`src/rtl/axis_rr_arbiter.sv`:
```
// Packet-aware round-robin arbiter feeding one FIFO write port. A grant is held for a
// whole packet (or MAX_BURST beats), and new grants are withheld while prog_full is high.
module axis_rr_arbiter #(
    parameter int NUM_REQ   = 4,
    parameter int BUFF_WORD = 32,
    parameter int MAX_BURST = 16
) (
    input  logic                         clk_i,
    input  logic                         rst_i,
    input  logic [NUM_REQ-1:0]           s_valid_i,
    output logic [NUM_REQ-1:0]           s_ready_o,
    input  logic [NUM_REQ*BUFF_WORD-1:0] s_data_i,
    input  logic [NUM_REQ-1:0]           s_last_i,
    output logic                         m_valid_o,
    input  logic                         m_ready_i,
    output logic [BUFF_WORD-1:0]         m_data_o,
    output logic                         m_last_o,
    input  logic                         prog_full_i,
    output logic [NUM_REQ-1:0]           grant_o
);
    localparam int PW = $clog2(NUM_REQ);
    localparam int CW = (MAX_BURST == 0) ? 1 : $clog2(MAX_BURST + 1);
    localparam logic [CW-1:0] CNT_LAST = CW'((MAX_BURST == 0) ? 0 : MAX_BURST - 1);

    typedef enum logic {IDLE, LOCK} state_t;

    state_t              state_q;
    logic [NUM_REQ-1:0]  grant_q;
    logic [PW-1:0]       rr_ptr_q;
    logic [PW-1:0]       rr_ptr_d;
    logic [CW-1:0]       beat_cnt_q;

    logic [PW-1:0]       gidx;
    logic                pick_vld;
    logic [PW-1:0]       pick_idx;
    logic [PW-1:0]       scan_idx;
    logic                accept;
    logic                release_beat;

    always_comb begin
        gidx = '0;
        for (int i = 0; i < NUM_REQ; i++)
            if (grant_q[i]) gidx = PW'(i);
    end

    // grant_q is all-zero in IDLE, so the output mux naturally drives zeros there
    always_comb begin
        m_valid_o = 1'b0;
        m_last_o  = 1'b0;
        m_data_o  = '0;
        for (int i = 0; i < NUM_REQ; i++) begin
            if (grant_q[i]) begin
                m_valid_o = s_valid_i[i];
                m_last_o  = s_last_i[i];
                m_data_o  = s_data_i[i*BUFF_WORD +: BUFF_WORD];
            end
        end
    end

    assign s_ready_o = grant_q & {NUM_REQ{m_ready_i}};
    assign grant_o   = grant_q;

    always_comb begin
        pick_vld = 1'b0;
        pick_idx = '0;
        scan_idx = '0;
        for (int k = 0; k < NUM_REQ; k++) begin
            scan_idx = PW'((int'(rr_ptr_q) + k) % NUM_REQ);
            if (!pick_vld && s_valid_i[scan_idx]) begin
                pick_vld = 1'b1;
                pick_idx = scan_idx;
            end
        end
    end

    assign accept       = s_valid_i[gidx] & m_ready_i;
    assign release_beat = accept & (s_last_i[gidx] |
                          ((MAX_BURST != 0) && (beat_cnt_q == CNT_LAST)));
    assign rr_ptr_d     = (gidx == PW'(NUM_REQ - 1)) ? '0 : gidx + 1'b1;

    always_ff @(posedge clk_i) begin
        if (rst_i) begin
            state_q    <= IDLE;
            grant_q    <= '0;
            rr_ptr_q   <= '0;
            beat_cnt_q <= '0;
        end else begin
            case (state_q)
                IDLE: begin
                    if (!prog_full_i && pick_vld) begin
                        grant_q    <= NUM_REQ'(1) << pick_idx;
                        beat_cnt_q <= '0;
                        state_q    <= LOCK;
                    end
                end
                LOCK: begin
                    if (release_beat) begin
                        grant_q    <= '0;
                        rr_ptr_q   <= rr_ptr_d;
                        beat_cnt_q <= '0;
                        state_q    <= IDLE;
                    end else if (accept) begin
                        beat_cnt_q <= beat_cnt_q + 1'b1;
                    end
                end
                default: state_q <= IDLE;
            endcase
        end
    end
endmodule

```
`config.mk`:
```
export PLATFORM = sky130hd
export DESIGN_NAME = axis_rr_arbiter
export DESIGN_NICKNAME = d
export VERILOG_FILES = /design/src/rtl/axis_rr_arbiter.sv
export SDC_FILE = /design/constraint.sdc
export NUM_CORES = 1
export LEC_CHECK = 0
export CAP_MARGIN = 25
export CELL_PAD_IN_SITES_DETAIL_PLACEMENT = 1
export CELL_PAD_IN_SITES_GLOBAL_PLACEMENT = 2
export CORE_MARGIN = 5
export CORE_UTILIZATION = 12
export DETAILED_ROUTE_END_ITERATION = 8
export MAX_ROUTING_LAYER = met4
export PLACE_DENSITY = 0.81
export SYNTH_ARGS = -nofsm -noshare
export SYNTH_HDL_FRONTEND = slang
export SYNTH_SLANG_ARGS = --single-unit
```
`constraint.sdc`:
```
create_clock -name clk_i -period 2.2 [get_ports clk_i]
set_input_delay 0.44 -clock clk_i [delete_from_list [all_inputs] [get_ports clk_i]]
set_output_delay 0.44 -clock clk_i [all_outputs]
set_load 0.02 [all_outputs]
```
==> flow_summary.ini, run 1 <==
[placed_design]
gp_congestion = 0.770
dpl.hpwl_um = 8530
placed_cells_incl_taps = 579
portBuffers = 181

[critical_path]
start_kind = flip-flop
crit_start = grant_o[2]
rr_startpoint = grant_o[2]
worstSetupEndpointType = output pin
r2r_setup_slack_ns = 0.21
arrival_ns = 1.83
worstPathRequired_ns = 1.76
crit_type = flip-flop to output pin
crit_fanout = 7

[cts]
cts_root_buffer = clkbuf_16
clock_latency_ns = 0.24
clockBufferDepth = 2
cts.sinks = 12
path_clk_slew_ns = 0.05
cts_tree = yes
cts_buffers = 3
htree_levels = 1
hold_buffers = 0

[sta]
finalClockSkew_ns = 0.00165
maxSlewViolCount = 0
setup_viol = 14
rsz0062_at_grt = yes
max_slew_margin = 0.741
finalCritPeriodShare = 1.03
tightest_slew_ns = 0.388
timing.final.hold_violations = 0
fin_ws_ns = -0.0691
fmax_mhz = 441
finalCriticalPeriod_ns = 2.27
hold_slack_ns = 0.507

[yosys]
yosysWarnings = 0
synth_compound_area_frac = 0.570
syn_area_um2 = 1590
synth_cells = 213
avgSynthCellArea_um2 = 7.44
synth_seq_cells = 12
yosys.area_share.adder = 0.0158
syn_nets = 355
ys_seq_area_frac = 0.152
synthSimpleGateAreaFrac = 0.158
synth_top_flop_cell = dfxtp_1
synth_top_family_by_area = compound AO/OA/AOI/OAI gates
async_flop_share = 0
synth_edf_count = 0
synthXorXnorAreaFrac = 0
synth_mux_area_frac = 0.0268
ys_types = 42

[routing]
vias_per_cell = 4.51
wire_per_inst_um = 17.9
ant_nets = 0
drt_iter0_drc = 52
totalWireLength_um = 10500
vias = 2651
drt-pass1-iter-count = 4
drc = 0

[worst_hold_path]
min_path_type = flip-flop to flip-flop
hold_start = beat_cnt_q[3]

[pwr]
seqPwrFrac = 0.171
p_int_w = 0.000922
total_leakage_power_nw = 1.47
switching_share = 0.319
ir_worst_vdd_mv = 0.209
clkPwrFrac = 0.282
p_sw_w = 0.000432
power_density_nw_per_um2 = 347
combinationalPowerShare = 0.546
power_w = 0.00135

[floorplan]
die_x_um = 125
die_h_um = 125
initial_utilization = 0.121
io_pins = 182
core_um2 = 13100
fp-row-count = 42
fp.dieArea_um2 = 15600

[layout]
drive_gt1_frac = 0.240
fin_nets = 555
antenna_cells = 0
fillCellCount = 1553
layout_commonest_cell = clkdlybuf4s50_1
synthToLayoutAreaGrowth_pct = 146
fin_cells = 588
mostFrequentLayoutCells = clkdlybuf4s50_1, a22oi_1, buf_4

[global_route]
grt_pass1_wl_um = 15700
grt_start_max_net_pins = 47
antenna_found_initial = 0
grt.total_usage = 0.126
grt_pass1_vias = 3046
grt_overflow = 0

[outcome]
violations = negative setup slack
status = finished, violations left

[run]
cap_viol_max_count = 0
power by group through the flow:
| stage | combinational (W) | sequential (W) | clock, W |
|---|---|---|---|
| after floorplan | 0.000249 | 0.000239 | 0 |
| after global placement | 0.000736 | 0.000236 | 0 |
| after detailed placement | 0.000748 | 0.000236 | 0 |
| after CTS | 0.000715 | 0.000232 | 0.000391 |
| after global routing | 0.000793 | 0.000233 | 0.000396 |
| final | 0.000740 | 0.000232 | 0.000382 |
layout make-up:
cell class	instances	area [um2]	area share
sequential	12	243	0.0621
timing repair buffer	218	2060	0.527
clock buffer	4	88.8	0.0227
tap	176	220	0.0564
multi-input combinational	173	1280	0.327
inverter	5	18.8	0.00480
logic make-up (layout without fill, tap and decap cells):
| logic type | Yosys count | count (layout) |
|---|---|---|
| simple gates | 38 | 38 |
| flops | 12 | 12 |
| compound gates | 129 | 129 |
| mux | 4 | 4 |
| buf+inv | 28 | 227 |
| fa+ha+maj | 2 | 2 |
critical path: stages (launching register included):
cell	delay [ns]
dfxtp_2	0.32
or2_4	0.26
nor3b_4	0.33
buf_6	0.18
clkbuf_16	0.16
a22oi_2	0.05
o21ai_1	0.11
buf_4	0.17
flip-flops by register name, indices dropped and copies added (netlist names):
register	cells
beat_cnt_q	5
grant_o	4
rr_ptr_q	2
state_q	1
path summary, 6_finish.rpt:
check	to	cells after the start
setup reg to reg	beat_cnt_q[2]	6
hold / removal	beat_cnt_q[3]	2
hold reg to reg	beat_cnt_q[3]	2
setup / recovery	m_data_o[24]	7
synth_stat cells (2+ instances only):
| cell | number | area, um2 |
|---|---|---|
| a22oi_1 | 65 | 488 |
| o21ai_0 | 33 | 165 |
| clkbuf_1 | 19 | 71.3 |
| dfxtp_1 | 12 | 240 |
| a21oi_1 | 6 | 30.0 |
| nand2_1 | 5 | 18.8 |
| nand3b_1 | 5 | 37.5 |
| o31ai_1 | 5 | 37.5 |
| and2_1 | 4 | 25.0 |
| inv_1 | 4 | 15.0 |
| nor2b_1 | 4 | 25.0 |
| o32ai_1 | 4 | 35.0 |
| a211oi_1 | 3 | 22.5 |
| nand2b_1 | 3 | 18.8 |
| nor2_1 | 3 | 11.3 |
| nor3_1 | 3 | 15.0 |
| or4_1 | 3 | 22.5 |
| a211oi_2 | 2 | 25.0 |
| buf_6 | 2 | 22.5 |
| ha_1 | 2 | 25.0 |
| mux2_2 | 2 | 22.5 |
| mux2i_1 | 2 | 20.0 |
| nand4_1 | 2 | 12.5 |
| o221ai_1 | 2 | 17.5 |
per-stage QoR:
step | setup slack (ns) | util | TNS [ns] | cell area [um2]
detailed placement | -0.202 | 0.291 | -4.11 | 3810
floorplan | 0.0923 | - | 0 | 1590
global placement | -0.172 | 0.291 | -2.66 | 3810
global route | -0.119 | 0.299 | -1.70 | 3910
finish | -0.0691 | 0.299 | -0.458 | 3910
CTS | 0.00115 | 0.294 | 0 | 3850
layer usage:
layer | GRT usage | part of all wire | vias up
li1 | - | - | 1271
met1 | 0.137 | 0.40 | 1257
met2 | 0.236 | 0.53 | 109
met3 | 0.0264 | 0.051 | 14
met4 | 0.0255 | 0.017 | 0
met5 | - | 0 | -
timing repair:
action	4_1_cts	5_1_grt
endpoints found under the setup margin	35	30
buffers inserted	0	3
pin swaps	0	2
cloned	0	2
gates resized for setup	121	56
Power figures use the tool's default switching activity.
==> inputs of run 2 (changes only) <==
- CTS_CLUSTER_DIAMETER: default -> 30
- GPL_TIMING_DRIVEN: default -> 0
- PLACE_DENSITY: 0.81 -> default
- PLACE_DENSITY_LB_ADDON: default -> 0.3
==> flow_summary.ini, run 2 (synthesized netlist as in run 1, its figures left out) <==
[worst_hold_path]
min_path_type = flip-flop to flip-flop
worstHoldPathCells = 2

[cts]
cts.sinks = 12
cts_buffers = 3
clockBufferDepth = 2
htree_levels = 1
cts_root_buffer = clkbuf_16
clock_latency_ns = 0.24
path_clk_slew_ns = 0.05
cts_tree = yes

[sta]
timing.final.hold_violations = 0
max_slew_margin = 0.613
maxSlewViolCount = 0
tightest_slew_ns = 0.581
setup_tns_ns = 0
finalCritPeriodShare = 0.973
fin_ws_ns = 0.0583
finalCriticalPeriod_ns = 2.14
setup_viol = 0
rsz0062_at_grt = yes
fmax_mhz = 467
finalClockSkew_ns = 0.00130

[critical_path]
path_cells = or2_4 > nor3b_4 > buf_6 > clkbuf_16 > a22oi_1 > o21ai_1 > buf_2
cp_slowest_cell = dfxtp_4
cp_top_family = buffers and inverters
crit_fanout = 7
cp_num_buf_inv = 3
reg2regPathDepth = 7
arrival_ns = 1.70
worstPathRequired_ns = 1.76
worstSetupEndpointType = output pin
cpPeakStageDelay_ns = 0.34
start_kind = flip-flop
cp.depth = 7
crit_type = flip-flop to output pin

[floorplan]
initial_utilization = 0.121
fp-row-count = 42
core_um2 = 13100
fp.dieArea_um2 = 15600
io_pins = 182
die_x_um = 125
die_h_um = 125

[layout]
layout_commonest_cell = clkdlybuf4s50_1
largest_reg_flops = 5
fin_nets = 552
fillCellCount = 1576
seq_area_um2 = 248
regMostFlops = beat_cnt_q
synthToLayoutAreaGrowth_pct = 148
drive_gt1_frac = 0.247
utilization = 0.301
antenna_cells = 0
multi_input_area_um2 = 1320
final_area_um2 = 3930
mostFrequentLayoutCells = clkdlybuf4s50_1, a22oi_1, buf_4

[routing]
totalWireLength_um = 11000
vias_per_cell = 4.51
wire_per_inst_um = 18.7
drt_iter0_drc = 91
ant_nets = 0
drc = 0
drt-pass1-iter-count = 6
vias = 2640

[pwr]
power_w = 0.00135
total_leakage_power_nw = 1.42
power_density_nw_per_um2 = 344
ir_worst_vdd_mv = 0.218

[global_route]
grt_start_max_net_pins = 11
antenna_found_initial = 0
grt_pass1_vias = 3030
grt.total_usage = 0.138
grt_overflow = 0
grt_pass1_wl_um = 16900

[placed_design]
post_dp_cell_area_um2 = 3620
gp_congestion = 0.798
dp_slack_ns = -0.927
dpl.hpwl_um = 8870
portBuffers = 181

[outcome]
status = finished, final reports clean

[run]
cap_viol_max_count = 0
==> run 2: cell types whose count changed in the layout (fill, tap and decap cells not counted), moves of 3 or more <==
cell / delta
clkbuf_4: +4
buf_6: +3
buf_4: -7
clkbuf_1: +3
dlygate4sd2_1: +5
clkbuf_2: +4
a22oi_1: -8
clkbuf_8: +4
buf_12: -4
clkdlybuf4s50_1: -3
a22oi_2: +8
buf_2: -11
==> run 2: final cells by class <==
type,instances,area share
plain buffers,22,0.0525
clock buffers,4,0.0226
inverters,5,0.00477
multi-input cells,173,0.336
flip-flops and latches,12,0.0630
well taps,176,0.0560
repair buffers,193,0.465
==> run 2: per-layer routing <==
metal,wire (um),vias to the layer above,track usage
li1,-,1272,-
met1,4430,1244,0.155
met2,5740,116,0.257
met3,690,8,0.0320
met4,93,0,0.0153
met5,0,-,-
==> run 2: where the power goes <==
group / total [W] / internal [W] / switching, W / leakage (nW)
Sequential: 0.000233 / 0.000223 / 0.00000922 / 0.0989
Combinational: 0.000740 / 0.000421 / 0.000320 / 1.28
Clock: 0.000379 / 0.000275 / 0.000104 / 0.0442
==> run 2: tightest hold or removal path, stage by stage, from the launching register on <==
cell and delay [ns]:
dfxtp_1 0.31, o31ai_1 0.08, a211oi_2 0.06
==> run 2: what timing repair did <==
item,4_1_cts,5_1_grt
resized for setup,229,20
hold buffers,0,0
pin swaps,3,2
buffers inserted,7,4
cloned,2,0
endpoints found under the setup margin,39,37
==> run 2: stage by stage <==
stage                     hold WS (ns)  instances
after floorplan                  0.467        213
after detailed placement         0.500        570
after CTS                        0.507        583
final                            0.500        585
after global placement           0.488        570
after global routing             0.534        585
==> run 2: worst paths after layout <==
| path | end | slack (ns) | start |
|---|---|---|---|
| setup / recovery | m_data_o[19] | 0.06 | grant_o[2] |
| hold / removal | beat_cnt_q[3] | 0.50 | beat_cnt_q[3] |
| setup reg to reg | rr_ptr_q[0] | 0.18 | grant_o[2] |
| hold reg to reg | beat_cnt_q[3] | 0.50 | beat_cnt_q[3] |
==> inputs of run 3 (changes only) <==
- CTS_BUF_LIST: default -> sky130_fd_sc_hd__clkbuf_16
==> flow_summary.ini, run 3 (synthesized netlist as in run 1, its figures left out) <==
[outcome]
status = finished, final reports clean

[critical_path]
rr_startpoint = grant_o[2]
crit_fanout = 7
cp_slowest_cell = dfxtp_4
crit_type = flip-flop to output pin
reg2regPathDepth = 7
r2r_setup_slack_ns = 0.17
path_cells = or2_4 > nor3b_4 > buf_6 > clkbuf_16 > a22oi_1 > o21ai_1 > buf_2
start_kind = flip-flop
reg2reg_to = rr_ptr_q[0]
cp_num_buf_inv = 3
arrival_ns = 1.70
cpPeakStageDelay_ns = 0.35
worstPathRequired_ns = 1.76
cp_top_family = buffers and inverters
worstSetupEndpointType = output pin

[routing]
totalWireLength_um = 10900
wire_per_inst_um = 18.7
ant_nets = 0
vias_per_cell = 4.51
drt-pass1-iter-count = 4
drc = 0
vias = 2635
drt_iter0_drc = 100

[sta]
setup_tns_ns = 0
finalClockSkew_ns = 0.00346
setup_viol = 0
tightest_slew_ns = 0.592
fmax_mhz = 468
timing.final.hold_violations = 0
rsz0062_at_grt = yes
finalCriticalPeriod_ns = 2.14
max_slew_margin = 0.605
maxSlewViolCount = 0
fin_ws_ns = 0.0635
finalCritPeriodShare = 0.971

[layout]
fillCellCount = 1578
seq_area_um2 = 248
fin_cells = 584
drive_gt1_frac = 0.243
regMostFlops = beat_cnt_q
largest_reg_flops = 5
synthToLayoutAreaGrowth_pct = 147
mostFrequentLayoutCells = clkdlybuf4s50_1, a22oi_1, buf_4
multi_input_area_um2 = 1320
antenna_cells = 0
utilization = 0.299
fin_nets = 551
layout_commonest_cell = clkdlybuf4s50_1
final_area_um2 = 3920

[global_route]
grt.total_usage = 0.138
grt_pass1_vias = 3037
grt_pass1_wl_um = 16900
grt_overflow = 0
grt_start_max_net_pins = 11
antenna_found_initial = 0

[run]
cap_viol_max_count = 0

[worst_hold_path]
hold_start = beat_cnt_q[3]
min_path_type = flip-flop to flip-flop
min_to = beat_cnt_q[3]
worstHoldPathCells = 2

[pwr]
seqPwrFrac = 0.178
switching_share = 0.326
total_leakage_power_nw = 1.41
p_int_w = 0.000883
combinationalPowerShare = 0.564
clkPwrFrac = 0.258
p_sw_w = 0.000428
ir_worst_vdd_mv = 0.193
power_density_nw_per_um2 = 335

[floorplan]
fp.dieArea_um2 = 15600
die_x_um = 125
core_um2 = 13100
fp-row-count = 42
initial_utilization = 0.121
io_pins = 182
die_h_um = 125

[cts]
cts_buffers = 3
cts_tree = yes
cts_root_buffer = clkbuf_16
htree_levels = 1
clockBufferDepth = 2
path_clk_slew_ns = 0.05
clock_latency_ns = 0.24
cts.sinks = 12
hold_buffers = 0

[placed_design]
post_dp_cell_area_um2 = 3620
portBuffers = 181
gp_congestion = 0.798
dp_slack_ns = -0.927
dpl.hpwl_um = 8870
placed_cells_incl_taps = 570
[run 3: stage by stage]
stage	hold slack, ns	total power, W
floorplan	0.467	0.000488
global placement	0.488	0.000941
detailed placement	0.500	0.000944
CTS	0.507	0.00133
global route	0.534	0.00138
finish	0.502	0.00131
[run 3: cell type report]
class,count,area share
Tap cell,176,0.0562
Clock inverter,1,0.000959
Multi-Input combinational cell,173,0.338
Buffer,22,0.0527
Sequential cell,12,0.0633
Inverter,5,0.00479
Clock buffer,3,0.0192
Timing Repair Buffer,192,0.465
[run 3: worst max path at each step]
stage | from | end | slack (ns) | cells after the start
after detailed placement | grant_o[3] | m_data_o[0] | -0.93 | 6
after global placement | grant_o[3] | m_data_o[0] | -0.97 | 6
after CTS | grant_o[2] | m_data_o[28] | -0.06 | 8
after floorplan | grant_o[1] | m_data_o[10] | 0.09 | 6
final | grant_o[2] | m_data_o[19] | 0.06 | 7
after global routing | grant_o[2] | m_data_o[10] | -0.03 | 7
[run 3: tightest hold or removal path, cell delays in order, from the launching register on]
cell and delay [ns]:
dfxtp_1 0.31, o31ai_1 0.08, a211oi_2 0.06
[run 3: per-layer routing]
| metal | track usage | up-vias | share of wire |
|---|---|---|---|
| met4 | 0.0172 | 0 | 0.0076 |
| met5 | - | - | 0 |
| met2 | 0.256 | 116 | 0.52 |
| li1 | - | 1269 | - |
| met3 | 0.0320 | 8 | 0.060 |
| met1 | 0.155 | 1242 | 0.41 |
[run 3: repair_timing]
item | CTS | global route
pin swaps | 3 | 2
setup buffers | 7 | 3
endpoints found under the setup margin | 39 | 37
resized for setup | 229 | 20
gates cloned | 2 | 0
[run 3: power groups by stage]
stage	Combinational, W	Clock (W)	Sequential, W
3_3_place_gp	0.000702	0	0.000239
6_report	0.000740	0.000338	0.000233
5_1_grt	0.000794	0.000351	0.000234
2_1_floorplan	0.000249	0	0.000239
3_5_place_dp	0.000705	0	0.000239
4_1_cts	0.000750	0.000344	0.000233
